$ cat config.mk
export PLATFORM = sky130hd
export DESIGN_NAME = ms_uart_wb_arbiter_flat
export DESIGN_NICKNAME = d
export VERILOG_FILES = /design/src/rtl/ms_uart_wb_arbiter_if.sv /design/src/rtl/ms_uart_wb_arbiter.sv /design/src/flat_wrapper.sv
export SDC_FILE = /design/constraint.sdc
export NUM_CORES = 1
export LEC_CHECK = 0
export CAP_MARGIN = 20
export CORE_AREA = 2 2 124 126
export CTS_BUF_LIST = sky130_fd_sc_hd__clkbuf_16
export CTS_CLUSTER_DIAMETER = 100
export DETAILED_ROUTE_END_ITERATION = 7
export DIE_AREA = 0 0 126 128
export GPL_TIMING_DRIVEN = 0
export PLACE_DENSITY = 0.64
export SYNTH_ARGS = -nofsm -noshare
export SYNTH_HDL_FRONTEND = slang
export SYNTH_SLANG_ARGS = --single-unit
$ cat constraint.sdc
create_clock -name clk_i -period 2.9 [get_ports clk_i]
set_input_delay 0.58 -clock clk_i [delete_from_list [all_inputs] [get_ports clk_i]]
set_output_delay 0.58 -clock clk_i [all_outputs]
set_load 0.1 [all_outputs]
$ cat src/rtl/ms_uart_wb_arbiter_if.sv
// Wishbone link bundle; the arbiter is the slave on each master link and the master on the slave link.
// The master modport omits err, since the shared slave never raises one.
interface ms_uart_wb_arbiter_if;
    logic [31:0] adr;
    logic [31:0] dat_w;
    logic [31:0] dat_r;
    logic [3:0]  sel;
    logic        cyc;
    logic        stb;
    logic        we;
    logic        ack;
    logic        err;

    modport master (output adr, dat_w, sel, cyc, stb, we, input dat_r, ack);
    modport slave  (input adr, dat_w, sel, cyc, stb, we, output dat_r, ack, err);
endinterface

$ cat src/rtl/ms_uart_wb_arbiter.sv
// Round-robin two-master Wishbone arbiter in front of ms_uart_wb: grant one cycle after request, ack/err zero-cycle.
// Owner keeps the bus for its whole cyc; waiting master stalls; unacked strobes end in a TIMEOUT err pulse.
module ms_uart_wb_arbiter #(
    parameter int unsigned TIMEOUT = 255
) (
    input  logic                        clk_i,
    input  logic                        rst_i,
    ms_uart_wb_arbiter_if.slave         m0,
    ms_uart_wb_arbiter_if.slave         m1,
    ms_uart_wb_arbiter_if.master        s,
    output logic [1:0]                  gnt_o
);

    localparam logic [7:0] LP_TIMEOUT = TIMEOUT[7:0];

    typedef enum logic [1:0] {
        ST_IDLE = 2'd0,
        ST_GNT0 = 2'd1,
        ST_GNT1 = 2'd2
    } state_t;

    state_t      r_state;
    state_t      w_next;
    logic        r_last;
    logic [7:0]  r_cnt;
    logic        w_own_stb;
    logic        w_err0;
    logic        w_err1;
    logic        w_err;
    logic        w_to_hit;

    always_ff @(posedge clk_i or posedge rst_i) begin
        if (rst_i) begin
            r_state <= ST_IDLE;
        end else begin
            r_state <= w_next;
        end
    end

    // Ownership only moves through IDLE, which gives the one-cycle bus-idle gap.
    always_comb begin
        w_next = r_state;
        case (r_state)
            ST_IDLE: begin
                if (m0.cyc && m1.cyc) begin
                    w_next = r_last ? ST_GNT0 : ST_GNT1;
                end else if (m0.cyc) begin
                    w_next = ST_GNT0;
                end else if (m1.cyc) begin
                    w_next = ST_GNT1;
                end
            end
            ST_GNT0: if (!m0.cyc) w_next = ST_IDLE;
            ST_GNT1: if (!m1.cyc) w_next = ST_IDLE;
            default: w_next = ST_IDLE;
        endcase
    end

    always_comb begin
        gnt_o     = 2'b00;
        w_own_stb = 1'b0;
        s.adr     = m0.adr;
        s.dat_w   = m0.dat_w;
        s.sel     = m0.sel;
        s.we      = 1'b0;
        s.cyc     = 1'b0;
        case (r_state)
            ST_GNT0: begin
                gnt_o     = 2'b01;
                w_own_stb = m0.stb;
                s.we      = m0.we;
                s.cyc     = m0.cyc;
            end
            ST_GNT1: begin
                gnt_o     = 2'b10;
                w_own_stb = m1.stb;
                s.adr     = m1.adr;
                s.dat_w   = m1.dat_w;
                s.sel     = m1.sel;
                s.we      = m1.we;
                s.cyc     = m1.cyc;
            end
            default: ;
        endcase
    end

    // Per-master error terms keep each master's outputs free of the other master's inputs.
    assign w_to_hit = ~s.ack & (r_cnt == LP_TIMEOUT);
    assign w_err0   = gnt_o[0] & m0.stb & w_to_hit;
    assign w_err1   = gnt_o[1] & m1.stb & w_to_hit;
    assign w_err    = w_err0 | w_err1;

    assign s.stb    = w_own_stb & ~w_err;

    assign m0.ack   = s.ack & gnt_o[0];
    assign m1.ack   = s.ack & gnt_o[1];
    assign m0.err   = w_err0;
    assign m1.err   = w_err1;
    assign m0.dat_r = s.dat_r;
    assign m1.dat_r = s.dat_r;

    always_ff @(posedge clk_i or posedge rst_i) begin
        if (rst_i) begin
            r_last <= 1'b1;
        end else if (r_state == ST_IDLE && w_next != ST_IDLE) begin
            r_last <= (w_next == ST_GNT1);
        end
    end

    always_ff @(posedge clk_i or posedge rst_i) begin
        if (rst_i) begin
            r_cnt <= 8'd0;
        end else if (r_state == ST_IDLE || s.ack || w_err || !w_own_stb) begin
            r_cnt <= 8'd0;
        end else begin
            r_cnt <= r_cnt + 8'd1;
        end
    end

endmodule

$ cat src/flat_wrapper.sv
// flat-port wrapper written by rule: the top's interface ports become plain ports
module ms_uart_wb_arbiter_flat 
#(
    parameter int unsigned TIMEOUT = 255
)
  (clk_i, rst_i, gnt_o, m0_adr, m0_dat_w, m0_sel, m0_cyc, m0_stb, m0_we, m0_dat_r, m0_ack, m0_err, m1_adr, m1_dat_w, m1_sel, m1_cyc, m1_stb, m1_we, m1_dat_r, m1_ack, m1_err, s_adr, s_dat_w, s_sel, s_cyc, s_stb, s_we, s_dat_r, s_ack);
  ms_uart_wb_arbiter_if m0_i ();
  ms_uart_wb_arbiter_if m1_i ();
  ms_uart_wb_arbiter_if s_i ();
  input  logic clk_i;
  input  logic rst_i;
  output logic [1:0] gnt_o;
  input wire logic [$bits(m0_i.adr)-1:0] m0_adr;
  input wire logic [$bits(m0_i.dat_w)-1:0] m0_dat_w;
  input wire logic [$bits(m0_i.sel)-1:0] m0_sel;
  input wire logic [$bits(m0_i.cyc)-1:0] m0_cyc;
  input wire logic [$bits(m0_i.stb)-1:0] m0_stb;
  input wire logic [$bits(m0_i.we)-1:0] m0_we;
  output wire logic [$bits(m0_i.dat_r)-1:0] m0_dat_r;
  output wire logic [$bits(m0_i.ack)-1:0] m0_ack;
  output wire logic [$bits(m0_i.err)-1:0] m0_err;
  input wire logic [$bits(m1_i.adr)-1:0] m1_adr;
  input wire logic [$bits(m1_i.dat_w)-1:0] m1_dat_w;
  input wire logic [$bits(m1_i.sel)-1:0] m1_sel;
  input wire logic [$bits(m1_i.cyc)-1:0] m1_cyc;
  input wire logic [$bits(m1_i.stb)-1:0] m1_stb;
  input wire logic [$bits(m1_i.we)-1:0] m1_we;
  output wire logic [$bits(m1_i.dat_r)-1:0] m1_dat_r;
  output wire logic [$bits(m1_i.ack)-1:0] m1_ack;
  output wire logic [$bits(m1_i.err)-1:0] m1_err;
  output wire logic [$bits(s_i.adr)-1:0] s_adr;
  output wire logic [$bits(s_i.dat_w)-1:0] s_dat_w;
  output wire logic [$bits(s_i.sel)-1:0] s_sel;
  output wire logic [$bits(s_i.cyc)-1:0] s_cyc;
  output wire logic [$bits(s_i.stb)-1:0] s_stb;
  output wire logic [$bits(s_i.we)-1:0] s_we;
  input wire logic [$bits(s_i.dat_r)-1:0] s_dat_r;
  input wire logic [$bits(s_i.ack)-1:0] s_ack;
  assign m0_i.adr = m0_adr;
  assign m0_i.dat_w = m0_dat_w;
  assign m0_i.sel = m0_sel;
  assign m0_i.cyc = m0_cyc;
  assign m0_i.stb = m0_stb;
  assign m0_i.we = m0_we;
  assign m0_dat_r = m0_i.dat_r;
  assign m0_ack = m0_i.ack;
  assign m0_err = m0_i.err;
  assign m1_i.adr = m1_adr;
  assign m1_i.dat_w = m1_dat_w;
  assign m1_i.sel = m1_sel;
  assign m1_i.cyc = m1_cyc;
  assign m1_i.stb = m1_stb;
  assign m1_i.we = m1_we;
  assign m1_dat_r = m1_i.dat_r;
  assign m1_ack = m1_i.ack;
  assign m1_err = m1_i.err;
  assign s_adr = s_i.adr;
  assign s_dat_w = s_i.dat_w;
  assign s_sel = s_i.sel;
  assign s_cyc = s_i.cyc;
  assign s_stb = s_i.stb;
  assign s_we = s_i.we;
  assign s_i.dat_r = s_dat_r;
  assign s_i.ack = s_ack;
  ms_uart_wb_arbiter #(.TIMEOUT(TIMEOUT)) u_core (.clk_i(clk_i), .rst_i(rst_i), .m0(m0_i), .m1(m1_i), .s(s_i), .gnt_o(gnt_o));
endmodule
==> run_results.csv <==
group,metric,value,unit
run_status,status,"completed",
setup_path,cp-end-kind,"output port",
placed_design,dpl.cell_count,692,
route,post_drt_via_cell_ratio,3.77,
clock_tree,cts_htree_levels,1,
synthesis,yosys.area.top_type,"mux2_2",
setup_path,r2r-start,"u_core.r_state[0]",
floorplanning,core-area,14900,µm²
final_layout,num_antenna_cells,0,
timing,tightestPinTransition,986,ps
synthesis,syn_area,2000,µm²
setup_path,r2r_end,"u_core.r_cnt[3]",
setup_path,cp.buffers_inverters,5,
setup_path,worstSetupPathType,"register to output port",
final_layout,instances_no_fill,696,
clock_tree,hold_buffers,0,
timing,slew_viol_final,0,
floorplanning,die_h,128,µm
setup_path,reg2regPathDepth,8,
synthesis,synth_top_area_share,38.3,%
synthesis,synthCells,219,
synthesis,ys_seq_elements,11,
timing,period_share,95.3,%
clock_tree,cts_tree,"done",
synthesis,async_flop_share,100,%
final_layout,syn_to_final_growth,146,%
timing,slew_headroom,34.1,%
setup_path,crit_family,"buffers and inverters",
global_route,grt_usage,10.6,%
clock_tree,clock_latency,240,ps
synthesis,synth_ff_type,"dfrtp_1",
timing,rsz0062_at_grt,"no",
route,wirelength,9.64,mm
synthesis,yosysWarnings,0,
clock_tree,cts_setup_buffers,0,
setup_path,critPathMaxFanout,10,
global_route,grt_pass1_vias,2795,
route,vias,2623,
synthesis,synth_common_cells,"mux2_2 (68), buf_4 (64), dfrtp_1 (10)",
synthesis,synth-edff-count,0,
setup_path,worstPathRequired,2320,ps
floorplanning,dieArea,16100,µm²
setup_path,r2r_slack,970,ps
clock_tree,path_clk_slew,40,ps
power,leakage,0.00210,µW
power,peakVddDrop,0.471,mV
route,wl_per_cell,13.8,µm
min_path,holdCritStartpoint,"u_core.r_cnt[0]",
floorplanning,rows,45,
clock_tree,clkSinkCount,11,
setup_path,setup.worst_path.start_class,"register",
floorplanning,die_w,126,µm
setup_path,cp_data_arrival_time,2180,ps
min_path,hold_end,"u_core.r_cnt[0]",
global_route,grt_pass1_wl,13.7,mm
min_path,hp-class,"register to register",
floorplanning,initial_core_util,13.5,%
setup_path,slowest_stage,"dfrtp_1",
synthesis,synth.area.top_cells,"mux2_2 (38%), buf_4 (24%), dfrtp_1 (13%)",
route,drcViolationCount,0,
global_route,grt_max_degree,12,
floorplanning,io-pin-count,318,
synthesis,synth_most_common_cell,"mux2_2",
final_layout,nets,692,
min_path,hold_depth,1,
global_route,gr-total-overflow,0,
placed_design,dpl.hpwl,8.63,mm
flow_run,maxCapViolCount,0,
synthesis,synth.net_count,402,
placed_design,numPortBuffers,285,
setup_path,path_cells,"inv_1 > ha_1 > buf_4 > buf_4 > buf_4 > mux2_2 > buf_2",
synthesis,avgSynthCellArea,9.13,µm²
power,power.density,863,nW/µm²
timing,finalHoldViolCount,0,
global_route,antenna_found_initial,0,
placed_design,routabilityCongestion,0.832,
synthesis,seq_area_frac_synth,13.8,%
clock_tree,cts_buffers,3,
setup_path,cpPeakStageDelay,420,ps
timing,setup_viol,0,
final_layout,fillers,1573,
synthesis,synth.distinct_cells,28,
route,ant_nets,0,
final_layout,final_util,33.1,%
route,dr.pass1.iters,4,
timing,fmax,362,MHz
timing,fin_crit,2760,ps
route,drt_iter0_drc,34,
clock_tree,cts.root.buffer_cell,"clkbuf_16",
clock_tree,clk_path_buf_depth,2,
timing,fin_skew,2.15,ps
final_layout,drive_above_1_share,45.5,%
setup_path,critical_path.most_common_cell,"buf_4",
timing,setup_tns,0,ps
-- cell type report --
cell class / count / area, µm² / area share, %
Inverter: 4 / 15.0 / 0.305
Sequential cell: 11 / 277 / 5.62
Multi-Input combinational cell: 131 / 1200 / 24.4
Tap cell: 188 / 235 / 4.78
Clock buffer: 3 / 75.1 / 1.53
Clock inverter: 1 / 3.75 / 0.0763
Timing Repair Buffer: 285 / 2580 / 52.4
Buffer: 73 / 539 / 11.0
-- per-layer routing --
layer / vias to the layer above / share of wire (%) / track usage [%]
li1: 1261 / - / -
met4: 0 / 0.28 / 1.36
met2: 198 / 57 / 22.4
met5: - / 0 / 0
met3: 4 / 11 / 3.42
met1: 1160 / 32 / 10.1
-- state kept, by name, summed over array words and instances (netlist names) --
name,cells
u_core.r_cnt,8
u_core.r_state,2
u_core.r_last,1
-- metrics by stage --
stage / hold WS, ps / setup slack (ps) / area [µm²] / total power, µW
after global routing: 534 / 1.97 / 4920 / 4390
final: 517 / 136 / 4920 / 4250
after floorplan: 432 / 14.4 / 2020 / 3300
after global placement: 509 / -612 / 5100 / 4220
after detailed placement: 513 / -652 / 5100 / 4230
after CTS: 521 / 27.6 / 5220 / 4400
-- kinds of logic after synthesis --
kind of cell | after synthesis | synth area share (%)
buffers and inverters | 77 | 27.0
multiplexers | 68 | 38.3
AND/OR/NAND/NOR | 40 | 11.0
AO/OA/AOI/OAI | 11 | 3.50
flip-flops | 11 | 13.8
XOR/XNOR | 6 | 2.63
adder cells (fa/ha/maj) | 6 | 3.75
-- worst max-delay path by stage --
stage | slack (ps) | cells after the start | from | to
finish | 140 | 7 | u_core.r_state[0] | s_dat_w[27]
global route | 2 | 7 | u_core.r_state[0] | s_dat_w[27]
CTS | 30 | 6 | u_core.r_state[0] | s_dat_w[20]
detailed placement | -650 | 7 | u_core.r_state[0] | s_sel[1]
global placement | -610 | 7 | u_core.r_state[0] | s_sel[1]
floorplan | 10 | 4 | u_core.r_state[0] | m1_err
-- repair_timing --
item                                    4_1_cts  5_1_grt
endpoints found under the setup margin       75       54
gates resized for setup                     249      107
pin swaps                                     0        0
-- placed cells by master (no fill, tap or decap), types with 3 or more instances in the layout --
cell type	count
clkbuf_2	5
buf_4	70
and2_1	4
nand2_1	9
a21oi_1	4
mux2_2	68
inv_1	5
clkdlybuf4s50_1	209
nor2_2	10
xor2_1	5
dfrtp_1	10
clkdlybuf4s15_2	13
buf_2	57
ha_1	5
clkbuf_16	3
nand3_1	3
-- report_power, final --
part	internal [µW]	leakage [µW]	switching (µW)
sequential	180	0.000148	22.8
combinational	925	0.00191	2880
clock	180	0.0000423	63.6
total	1290	0.00210	2960
Note: power is estimated with default switching activity, not from simulation.
